**src/rtl/cpu_control_unit.sv**
```systemverilog
// cpu_control_unit: multi-cycle fetch/decode/execute sequencer for the 8-bit CPU.
// Each instruction is an opcode byte (high nibble = opcode) and, for opcodes
// 1-A, an operand byte. This block owns the instruction register, the operand
// latch and the saved zero flag. It drives every datapath strobe.
//
// Ports:
//   clk              system clock, rising edge
//   reset            asynchronous reset, active low
//   run              advance from FETCH_OP when high; ignored in every other state
//   mem_data         memory read data for the selected address (combinational)
//   zero_flag        ALU zero output for the current alu_op
//   pc_load          load PC from operand
//   pc_increment     PC += 1
//   addr_sel         memory address source: 0 = PC, 1 = operand
//   operand          latched operand byte
//   mem_write_enable write accumulator to mem[operand]
//   acc_load         load accumulator from the ALU result
//   alu_op           ALU operation, 0 outside EXECUTE
//   halted           high while in HALT
//   illegal          one-cycle pulse in DECODE for opcodes B-E
//   state            FSM state, for debug
module cpu_control_unit #(
  parameter bit         HALT_ON_ILLEGAL = 1'b0,
  parameter logic [3:0] ALU_PASS_B      = 4'h5
) (
  input  logic       clk,
  input  logic       reset,
  input  logic       run,
  input  logic [7:0] mem_data,
  input  logic       zero_flag,
  output logic       pc_load,
  output logic       pc_increment,
  output logic       addr_sel,
  output logic [7:0] operand,
  output logic       mem_write_enable,
  output logic       acc_load,
  output logic [3:0] alu_op,
  output logic       halted,
  output logic       illegal,
  output logic [2:0] state
);

  typedef enum logic [2:0] {
    FETCH_OP  = 3'd0,
    DECODE    = 3'd1,
    FETCH_ARG = 3'd2,
    EXECUTE   = 3'd3,
    HALT      = 3'd4
  } state_t;

  state_t     st;
  logic [3:0] ir;     // only the opcode nibble of the first byte is needed
  logic       z_reg;
  logic       ir_illegal;

  assign ir_illegal = (ir >= 4'hB) && (ir <= 4'hE);
  assign state      = st;

  always_ff @(posedge clk or negedge reset) begin
    if (!reset) begin
      st      <= FETCH_OP;
      ir      <= 4'h0;
      operand <= 8'h00;
      z_reg   <= 1'b0;
    end else begin
      if (acc_load) z_reg <= zero_flag;
      case (st)
        FETCH_OP: if (run) begin
          ir <= mem_data[7:4];
          st <= DECODE;
        end
        DECODE: begin
          if (ir == 4'h0)      st <= FETCH_OP;
          else if (ir == 4'hF) st <= HALT;
          else if (ir_illegal) st <= HALT_ON_ILLEGAL ? HALT : FETCH_OP;
          else                 st <= FETCH_ARG;
        end
        FETCH_ARG: begin
          operand <= mem_data;
          st      <= EXECUTE;
        end
        EXECUTE: st <= FETCH_OP;
        HALT:    st <= HALT;
        default: st <= FETCH_OP;
      endcase
    end
  end

  // Strobes are decoded from state + ir. The FETCH_OP increment also follows
  // run. Everything is qualified by reset so that the outputs drop the moment
  // reset asserts. This matters because FETCH_OP would otherwise still show
  // pc_increment while run is high.
  always_comb begin
    pc_load          = 1'b0;
    pc_increment     = 1'b0;
    addr_sel         = 1'b0;
    mem_write_enable = 1'b0;
    acc_load         = 1'b0;
    alu_op           = 4'h0;
    illegal          = 1'b0;
    halted           = 1'b0;
    if (reset) begin
      case (st)
        FETCH_OP:  pc_increment = run;
        DECODE:    illegal      = ir_illegal;
        FETCH_ARG: pc_increment = 1'b1;
        EXECUTE: begin
          addr_sel = 1'b1;
          case (ir)
            4'h1: begin alu_op = ALU_PASS_B; acc_load = 1'b1; end
            4'h2: mem_write_enable = 1'b1;
            4'h3: begin alu_op = 4'h0; acc_load = 1'b1; end
            4'h4: begin alu_op = 4'h1; acc_load = 1'b1; end
            4'h5: begin alu_op = 4'h2; acc_load = 1'b1; end
            4'h6: begin alu_op = 4'h3; acc_load = 1'b1; end
            4'h7: begin alu_op = 4'h4; acc_load = 1'b1; end
            4'h8: pc_load = 1'b1;
            4'h9: pc_load = z_reg;
            4'hA: pc_load = !z_reg;
            default: ;
          endcase
        end
        HALT:    halted = 1'b1;
        default: ;
      endcase
    end
  end

endmodule

```
**config.mk**
```make
export PLATFORM = sky130hd
export DESIGN_NAME = cpu_control_unit
export DESIGN_NICKNAME = d
export VERILOG_FILES = /design/src/rtl/cpu_control_unit.sv
export SDC_FILE = /design/constraint.sdc
export NUM_CORES = 1
export LEC_CHECK = 0
export BUFFER_PORTS_ARGS = -buffer_cell sky130_fd_sc_hd__buf_2
export CAP_MARGIN = 20
export CELL_PAD_IN_SITES_DETAIL_PLACEMENT = 1
export CELL_PAD_IN_SITES_GLOBAL_PLACEMENT = 1
export CORE_MARGIN = 2
export CORE_UTILIZATION = 35
export CTS_CLUSTER_DIAMETER = 30
export DETAILED_ROUTE_END_ITERATION = 8
export GPL_TIMING_DRIVEN = 0
export PLACE_DENSITY_LB_ADDON = 0.1
export SLEW_MARGIN = 10
export SYNTH_ARGS = -nofsm -noshare
export SYNTH_HDL_FRONTEND = slang
export SYNTH_SLANG_ARGS = --single-unit
```
**constraint.sdc**
```tcl
create_clock -name clk -period 1.85 [get_ports clk]
set_input_delay 0.185 -clock clk [delete_from_list [all_inputs] [get_ports clk]]
set_output_delay 0.185 -clock clk [all_outputs]
set_load 0.005 [all_outputs]
```
==> results of run 1 <==
-- layout by cell type (no fill, tap or decap), types with 2 or more instances in the layout --
| cell | count |
|---|---|
| nand4_1 | 2 |
| buf_4 | 5 |
| mux2_2 | 13 |
| clkbuf_1 | 2 |
| clkbuf_4 | 3 |
| buf_2 | 33 |
| inv_1 | 2 |
| and3_1 | 3 |
| xnor2_1 | 2 |
| and2_1 | 2 |
| dfrtp_2 | 2 |
| nor2_1 | 5 |
| dfrtp_1 | 14 |
-- path summary, 6_finish.rpt --
path	startpoint	to	slack, ns	cells past startpoint
setup / recovery	state[1]$_DFFE_PN0P_	pc_increment	0.08	5
hold / removal	zero_flag	z_reg$_DFFE_PN0P_	0.11	2
setup reg to reg	state[1]$_DFFE_PN0P_	ir[0]$_DFFE_PN0N_	0.31	4
hold reg to reg	operand[2]$_DFFE_PN0P_	operand[2]$_DFFE_PN0P_	0.51	1
max in group asynchronous	reset	state[0]$_DFFE_PN0P_	0.76	2
min in group asynchronous	reset	operand[5]$_DFFE_PN0P_	0.59	2
-- critical path, cell delays in order, from the launching register on --
cell     delay [ns]
dfrtp_2        0.45
nor3b_2        0.16
buf_4          0.18
or2_1          0.24
and2_1         0.15
buf_2          0.12
-- cells by family (layout without fill, tap and decap cells) --
| logic type | Yosys count | after routing |
|---|---|---|
| simple gates | 23 | 23 |
| mux | 15 | 15 |
| flops | 16 | 16 |
| other cells | 1 | 1 |
| xor+xnor | 3 | 3 |
| buf+inv | 8 | 46 |
| compound gates | 3 | 3 |
-- power breakdown --
part / total [W] / switching (W) / internal (W) / leakage, nW
sequential: 0.000655 / 0.000131 / 0.000524 / 0.190
combinational: 0.000879 / 0.000404 / 0.000475 / 0.361
clock: 0.000184 / 0.000108 / 0.0000755 / 0.0138
-- routing by layer --
| layer | part of all wire | global-route usage | up-vias |
|---|---|---|---|
| met5 | 0 | 0 | - |
| met4 | 0.0052 | 0.0641 | 0 |
| met3 | 0.040 | 0.0257 | 2 |
| met2 | 0.51 | 0.260 | 19 |
| met1 | 0.44 | 0.196 | 327 |
| li1 | - | - | 315 |
-- per-stage QoR --
step                cell area (um^2)  TNS [ns]  hold WS [ns]  worst slack (ns)
floorplan                        831         0        -0.111             0.441
global placement                1030         0         0.142             0.296
detailed placement              1030         0         0.147             0.258
CTS                             1060         0         0.111          0.000521
global route                    1090  -0.00314         0.120          -0.00314
finish                          1090         0         0.114            0.0779
-- cells in the mapped netlist --
master    instances  area [um^2]
xnor2_1           2         17.5
nor3b_2           1         12.5
and3_1            3         18.8
nor4b_4           1         23.8
inv_1             2         7.51
mux2_1            1         11.3
nand4_1           2         12.5
clkbuf_1          3         11.3
nor2b_1           1         6.26
buf_2             1         5.00
nor4b_1           1         8.76
and2_1            2         12.5
nor3b_1           1         7.51
conb_1            1         3.75
mux2_2           13          146
mux2i_1           1         10.0
buf_4             2         15.0
dfrtp_1          16          400
nor2_1            5         18.8
nand2_1           1         3.75
a41o_1            1         10.0
nand2b_1          1         6.26
nand4b_2          1         15.0
xor2_1            1         8.76
or2_1             1         6.26
nor3_4            1         16.3
nor3_1            1         5.00
a21oi_1           1         5.00
o21ai_0           1         5.00
-- what timing repair did --
item | 4_1_cts | 5_1_grt
resized for setup | 0 | 4
buffers inserted | 0 | 3
hold buffers | 1 | 0
setup endpoints to repair | 0 | 5
hold endpoints to repair | 16 | 0
-- final cells by class --
type / instances / area [um^2]
flip-flops and latches: 16 / 403
multi-input cells: 45 / 407
inverters: 2 / 7.51
repair buffers: 36 / 193
well taps: 28 / 35.0
fillers: 268 / 1140
clock buffers: 3 / 22.5
plain buffers: 5 / 27.5
==> flow_metrics.env, run 1 <==
export IMPL_ant_nets=0
export IMPL_drt_wirelength_per_cell_um=14.2
export IMPL_drt_wl_total_um=1910
export IMPL_yosys_register_bits=16
export IMPL_synth_adder_area_share=0
export IMPL_grt_max_degree=17
export IMPL_die_area_um2=2780
export IMPL_overflow=0
export IMPL_place_gp_congestion=0.776
export IMPL_numCtsBuffers=3
export IMPL_maxSlewViolCount=0
export IMPL_die_h_um=52.7
export IMPL_place_inst=129
export IMPL_hpwlAfterDp_um=1340
export IMPL_setup_viol=0
export IMPL_track_usage=0.155
export IMPL_fin_total_pwr_w=0.00172
export IMPL_die_x_um=52.7
export IMPL_maxCapViolCount=0
export IMPL_drc_errors=0
export IMPL_fin_cells=135
export IMPL_largest_reg_flops=8
export IMPL_vias_per_cell=4.91
export IMPL_skew_ns=0.00222
export IMPL_yosysSeqAreaShare=0.482
export IMPL_synthDistinctLibCells=29
export IMPL_final_hold_violation_count=0
export IMPL_ir_worst_vdd_mv=0.701
export IMPL_antenna_found_initial=0
export IMPL_synth_compound_area_frac=0.0241
export IMPL_num_rows=17
export IMPL_yosys_warnings=0
export IMPL_drtIter0Drc=4
export IMPL_worstPathArrival_ns=1.59
export IMPL_area_growth_syn_to_layout_pct=31.8
export IMPL_status="finished clean"
export IMPL_fin_nets=121
export IMPL_synth_xor_area_frac=0.0316
export IMPL_critPathMaxFanout=10
export IMPL_power_leakage_nw=0.565
export IMPL_hp_class="input port to register"
export IMPL_clock_tree_root_cell="clkbuf_4"
export IMPL_p_per_area_nw_per_um2=1570
export IMPL_synth_area_um2=831
export IMPL_vias=663
export IMPL_worstMarginPinSlew_ns=0.719
export IMPL_cts_buffer_depth=2
export IMPL_avgSynthCellArea_um2=12.0
export IMPL_critPathKind="register to output port"
export IMPL_diodes=0
export IMPL_slew_headroom=0.519
export IMPL_crit_required_ns=1.66
export IMPL_endpoint_kind="output port"
export IMPL_crit_path_start_kind="register"
export IMPL_max_freq_mhz=564
export IMPL_start_util=0.372
export IMPL_pin_count=34
export IMPL_cts_tree="done"
export IMPL_finalCriticalPeriod_ns=1.77
export IMPL_synth_top_family_by_area="simple AND/OR/NAND/NOR gates"
export IMPL_clk_pin_slew_ns=0.09
export IMPL_fin_util=0.490
export IMPL_finalCritPeriodShare=0.958
export IMPL_syn_instance_count=69
export IMPL_dr_pass1_iters=3
export IMPL_drive_gt1_frac=0.570
export IMPL_coreArea_um2=2230
export IMPL_cts_sink_count=16
export IMPL_clkLatencyLatePin_ns=0.28
export IMPL_grt_pass1_vias=673
export IMPL_muxShareOfSynthArea=0.202
export IMPL_htree_levels=1
export IMPL_syn_num_nets=81
export IMPL_yosys_area_share_simple=0.209
export IMPL_port_buffers=32
export IMPL_grt_pass1_wl_um=3090
export IMPL_regMostFlops="operand"
No activity file was read; power rests on OpenSTA's default activity.
==> run 2: changes to the inputs <==
--- a/config.mk
+++ b/config.mk
@@ -7,3 +7,2 @@
 export LEC_CHECK = 0
-export BUFFER_PORTS_ARGS = -buffer_cell sky130_fd_sc_hd__buf_2
 export CAP_MARGIN = 20
@@ -12,5 +11,6 @@
 export CORE_MARGIN = 2
-export CORE_UTILIZATION = 35
+export CORE_UTILIZATION = 45
 export CTS_CLUSTER_DIAMETER = 30
 export DETAILED_ROUTE_END_ITERATION = 8
+export DONT_BUFFER_PORTS = 1
 export GPL_TIMING_DRIVEN = 0
--- a/constraint.sdc
+++ b/constraint.sdc
@@ -3,2 +3,2 @@
 set_output_delay 0.185 -clock clk [all_outputs]
-set_load 0.005 [all_outputs]
+set_load 0.1 [all_outputs]
==> flow_metrics.env, run 2 (synthesis results as in run 1) <==
export IMPL_finalCriticalPeriod_ns=2.30
export IMPL_ant_nets=0
export IMPL_seq_area_um2=412
export IMPL_clk_pin_slew_ns=0.09
export IMPL_skew_ns=0.000671
export IMPL_crit_path_start_kind="register"
export IMPL_dpl_cell_area_um2=952
export IMPL_final_hold_violation_count=0
export IMPL_drt_wl_total_um=1660
export IMPL_drt_wirelength_per_cell_um=16.3
export IMPL_final_cell_mix="mux2_2 (13), dfrtp_1 (13), buf_4 (4)"
export IMPL_worstHoldStart="zero_flag"
export IMPL_largest_reg_flops=8
export IMPL_dr_pass1_iters=2
export IMPL_drc_errors=0
export IMPL_finalCritPeriodShare=1.24
export IMPL_start_util=0.481
export IMPL_coreArea_um2=1730
export IMPL_hp_class="input port to register"
export IMPL_failed_checks="negative setup slack"
export IMPL_overflow=0
export IMPL_grt_setup_unrepaired="yes"
export IMPL_final_area_um2=1040
export IMPL_antenna_found_initial=0
export IMPL_worstMarginPinSlew_ns=1.06
export IMPL_crit_required_ns=1.66
export IMPL_drtIter0Drc=7
export IMPL_place_gp_congestion=0.731
export IMPL_fin_cells=102
export IMPL_track_usage=0.171
export IMPL_maxSlewViolCount=0
export IMPL_place_ws_ns=-0.488
export IMPL_critPathLaunch="state[2]$_DFFE_PN0P_"
export IMPL_slew_headroom=0.291
export IMPL_worstPathArrival_ns=2.11
export IMPL_fin_nets=90
export IMPL_critPathMaxFanout=6
export IMPL_clkLatencyLatePin_ns=0.28
export IMPL_numCtsBuffers=3
export IMPL_r2r_start="state[2]$_DFFE_PN0P_"
export IMPL_die_h_um=47.0
export IMPL_maxCapViolCount=0
export IMPL_place_inst=95
export IMPL_status="complete, but fails checks"
export IMPL_max_freq_mhz=435
export IMPL_multi_input_area_um2=474
export IMPL_diodes=0
export IMPL_vias=557
export IMPL_port_buffers=0
export IMPL_htree_levels=1
export IMPL_endpoint_kind="output port"
export IMPL_pin_count=34
export IMPL_cts_buffer_depth=2
export IMPL_layout_setup_ws_ns=-0.449
export IMPL_die_area_um2=2210
export IMPL_hold_ws_ns=0.0464
export IMPL_die_x_um=47.0
export IMPL_hpwlAfterDp_um=1120
export IMPL_clock_tree_root_cell="clkbuf_4"
export IMPL_fill_cells=172
export IMPL_cts_sink_count=16
export IMPL_area_growth_syn_to_layout_pct=25.6
export IMPL_drive_gt1_frac=0.545
export IMPL_cts_tree="done"
export IMPL_critPathKind="register to output port"
export IMPL_num_rows=15
export IMPL_vias_per_cell=5.46
export IMPL_setup_viol=11
export IMPL_grt_max_degree=17
export IMPL_grt_pass1_wl_um=2610
export IMPL_grt_pass1_vias=563
export IMPL_regMostFlops="operand"
==> run 2: changes by cell type in the layout (fill, tap and decap cells not counted), sizes merged <==
cell	change
clkbuf	+1
buf	-31
inv	-1
clkinvlp	+1
==> run 2: metrics by stage <==
stage                      util  TNS [ns]
after floorplan               -     -1.09
after global placement    0.543     -1.29
after detailed placement  0.551    -0.941
after CTS                 0.597     -3.60
after global routing      0.604     -4.47
final                     0.604     -3.74
==> run 2: path summary, 6_finish.rpt <==
| path | cells after the start | endpoint | slack, ns |
|---|---|---|---|
| worst max-delay path | 2 | acc_load | -0.45 |
| min in group asynchronous | 1 | operand[0]$_DFFE_PN0P_ | 0.40 |
| max in group asynchronous | 1 | state[2]$_DFFE_PN0P_ | 0.93 |
| worst max register to register | 3 | z_reg$_DFFE_PN0P_ | -0.44 |
| worst min-delay path | 1 | z_reg$_DFFE_PN0P_ | 0.05 |
| worst min register to register | 1 | z_reg$_DFFE_PN0P_ | 0.53 |
==> run 2: repair_timing <==
action,4_1_cts,5_1_grt
pin swaps,3,3
hold buffers,1,0
setup buffers,2,1
gates resized for setup,5,2
setup endpoints to repair,11,11
hold endpoints to repair,16,0
==> run 2: area by class of cell <==
| class | count | area share |
|---|---|---|
| Buffer | 5 | 0.0264 |
| Clock buffer | 4 | 0.0348 |
| Inverter | 2 | 0.0108 |
| Multi-Input combinational cell | 45 | 0.454 |
| Sequential cell | 16 | 0.394 |
| Tap cell | 25 | 0.0300 |
| Timing Repair Buffer | 5 | 0.0492 |
==> run 2: routing by layer <==
layer	vias up	global-route usage	part of all wire
met4	0	0.0667	0.0060
met2	20	0.268	0.52
li1	254	-	-
met1	281	0.227	0.40
met5	-	0	0
met3	2	0.0423	0.069
==> run 2: critical path, stage by stage, from the launching register on <==
cell	delay, ns
dfrtp_4	0.65
nand4b_4	0.29
nor3_4	0.89
Power of run 2 is not shown: default switching activity piles up to over one toggle a cycle in this logic, so the estimate is an artifact.
==> run 3: changes to the inputs <==
- ABC_AREA: not set -> 1
- CORE_UTILIZATION: 45 -> 41
==> flow_metrics.env, run 3 <==
export IMPL_grt_setup_unrepaired="yes"
export IMPL_largest_reg_flops=8
export IMPL_status="complete, but fails checks"
export IMPL_synthFlopType="dfrtp_1"
export IMPL_place_inst=133
export IMPL_r2r_cells=6
export IMPL_syn_num_nets=118
export IMPL_drt_wl_total_um=2050
export IMPL_layout_setup_ws_ns=-0.834
export IMPL_synth_edff_count=0
export IMPL_r2r_start="state[2]$_DFFE_PN0P_"
export IMPL_hp_class="input port to register"
export IMPL_seq_area_um2=412
export IMPL_die_x_um=48.7
export IMPL_die_area_um2=2370
export IMPL_drive_gt1_frac=0.274
export IMPL_critPathKind="register to output port"
export IMPL_clkLatencyLatePin_ns=0.28
export IMPL_r2r_end="z_reg$_DFFE_PN0P_"
export IMPL_multi_input_area_um2=418
export IMPL_fin_util=0.546
export IMPL_fin_nets=130
export IMPL_grt_pass1_vias=742
export IMPL_vias=716
export IMPL_syn_instance_count=106
export IMPL_fin_cells=144
export IMPL_coreArea_um2=1920
export IMPL_failed_checks="negative setup slack"
export IMPL_maxSlewViolCount=0
export IMPL_final_cell_mix="nand2_1 (28), inv_1 (14), dfrtp_1 (13)"
export IMPL_yosys_area_top_type_share=0.489
export IMPL_finalCriticalPeriod_ns=2.68
export IMPL_fill_cells=255
export IMPL_yosysSeqAreaShare=0.489
export IMPL_clock_tree_root_cell="clkbuf_4"
export IMPL_netlist_top_cell_by_area="dfrtp_1"
export IMPL_final_common_cell="nand2_1"
export IMPL_final_hold_violation_count=0
export IMPL_regMostFlops="operand"
export IMPL_cts_tree="done"
export IMPL_cts_buffer_depth=2
export IMPL_num_rows=16
export IMPL_antenna_found_initial=0
export IMPL_vias_per_cell=4.97
export IMPL_ant_nets=0
export IMPL_numCtsBuffers=3
export IMPL_diodes=0
export IMPL_max_freq_mhz=373
export IMPL_skew_ns=0.00304
export IMPL_avgSynthCellArea_um2=7.72
export IMPL_async_flop_share=1.00
export IMPL_maxCapViolCount=0
export IMPL_min_to="operand[1]$_DFFE_PN0P_"
export IMPL_track_usage=0.193
export IMPL_synthTopCellsByArea="dfrtp_1 (49%), nand2_1 (14%), inv_1 (7.3%), nor2_1 (5.0%), o21ai_1 (4.3%)"
export IMPL_rrSetupSlack_ns=0.09
export IMPL_die_h_um=48.7
export IMPL_grt_max_degree=17
export IMPL_cts_sink_count=16
export IMPL_port_buffers=0
export IMPL_crit_required_ns=1.66
export IMPL_synthDistinctLibCells=19
export IMPL_worstMarginPinSlew_ns=0.992
export IMPL_critPathLaunch="state[2]$_DFFE_PN0P_"
export IMPL_place_gp_congestion=0.758
export IMPL_crit_path_start_kind="register"
export IMPL_overflow=0
export IMPL_yosysMostFrequentCell="nand2_1"
export IMPL_yosys_warnings=0
export IMPL_finalCritPeriodShare=1.45
export IMPL_grt_pass1_wl_um=3500
export IMPL_drc_errors=0
export IMPL_clk_pin_slew_ns=0.09
export IMPL_worstHoldStart="mem_data[1]"
export IMPL_setup_viol=9
export IMPL_worstPathArrival_ns=2.50
export IMPL_finalSetupTns_ns=-5.25
export IMPL_critPathMaxFanout=4
export IMPL_synth_area_um2=818
export IMPL_whs_path_depth=2
export IMPL_hpwlAfterDp_um=1450
export IMPL_drt_wirelength_per_cell_um=14.2
export IMPL_dr_pass1_iters=4
export IMPL_yosys_register_bits=16
export IMPL_slew_headroom=0.337
export IMPL_pin_count=34
export IMPL_htree_levels=1
export IMPL_drtIter0Drc=13
export IMPL_area_growth_syn_to_layout_pct=28.1
export IMPL_synth_commonest_cells="nand2_1 (31), dfrtp_1 (16), inv_1 (16)"
export IMPL_endpoint_kind="output port"
export IMPL_start_util=0.426
==> run 3: cell count changes in the layout (fill, tap and decap cells not counted), sizes merged, moves of 7 or more <==
cell	delta
nor2	+7
inv	+14
o21ai	+12
mux2	-14
nand2	+30
nand3	+7
==> run 3: cell families after synthesis <==
logic type	synth area share
AND/OR/NAND/NOR	0.289
buffers and inverters	0.101
AO/OA/AOI/OAI	0.116
flip-flops	0.489
other	0.00458
==> run 3: layer usage <==
metal,share of wire,wire [um],global-route usage
met3,0.050,103,0.0586
met5,0,0,0
met1,0.42,854,0.238
met2,0.53,1090,0.333
met4,0,0,0.0429
==> run 3: worst max-delay path by stage <==
stage / cells past startpoint / to / slack (ns)
floorplan: 5 / alu_op[1] / -0.69
global placement: 5 / alu_op[1] / -0.76
detailed placement: 5 / alu_op[1] / -0.78
CTS: 5 / alu_op[1] / -0.86
global route: 5 / alu_op[1] / -0.93
finish: 5 / alu_op[1] / -0.83
==> run 3: cell type report <==
cell class	count	area share
flip-flops and latches	16	0.393
well taps	27	0.0322
clock buffers	4	0.0346
multi-input cells	71	0.399
inverters	17	0.0716
plain buffers	1	0.00716
repair buffers	8	0.0632
==> run 3: stage by stage <==
step	instance area [um^2]	worst slack, ns	hold WS (ns)
after CTS	1040	-0.856	0.0161
final	1050	-0.834	0.0246
after detailed placement	950	-0.784	-0.110
after global placement	950	-0.759	-0.110
after global routing	1050	-0.930	0.0116
after floorplan	916	-0.691	-0.111
==> run 3: what timing repair did <==
item                                   in CTS  in global routing
pin swaps                                   4                  2
resized for setup                           3                  3
buffers inserted                            5                  2
endpoints found under the hold margin      16                  0
setup endpoints to repair                  11                 11
hold buffers                                1                  0
==> run 3: critical path, cell delays in order (launching register included) <==
cell and delay (ns):
dfrtp_4 0.64, clkinv_4 0.10, nand2_4 0.05, nor2_4 0.58, inv_4 0.07, nor3_4 0.78
Power of run 3 is left out for the same reason.
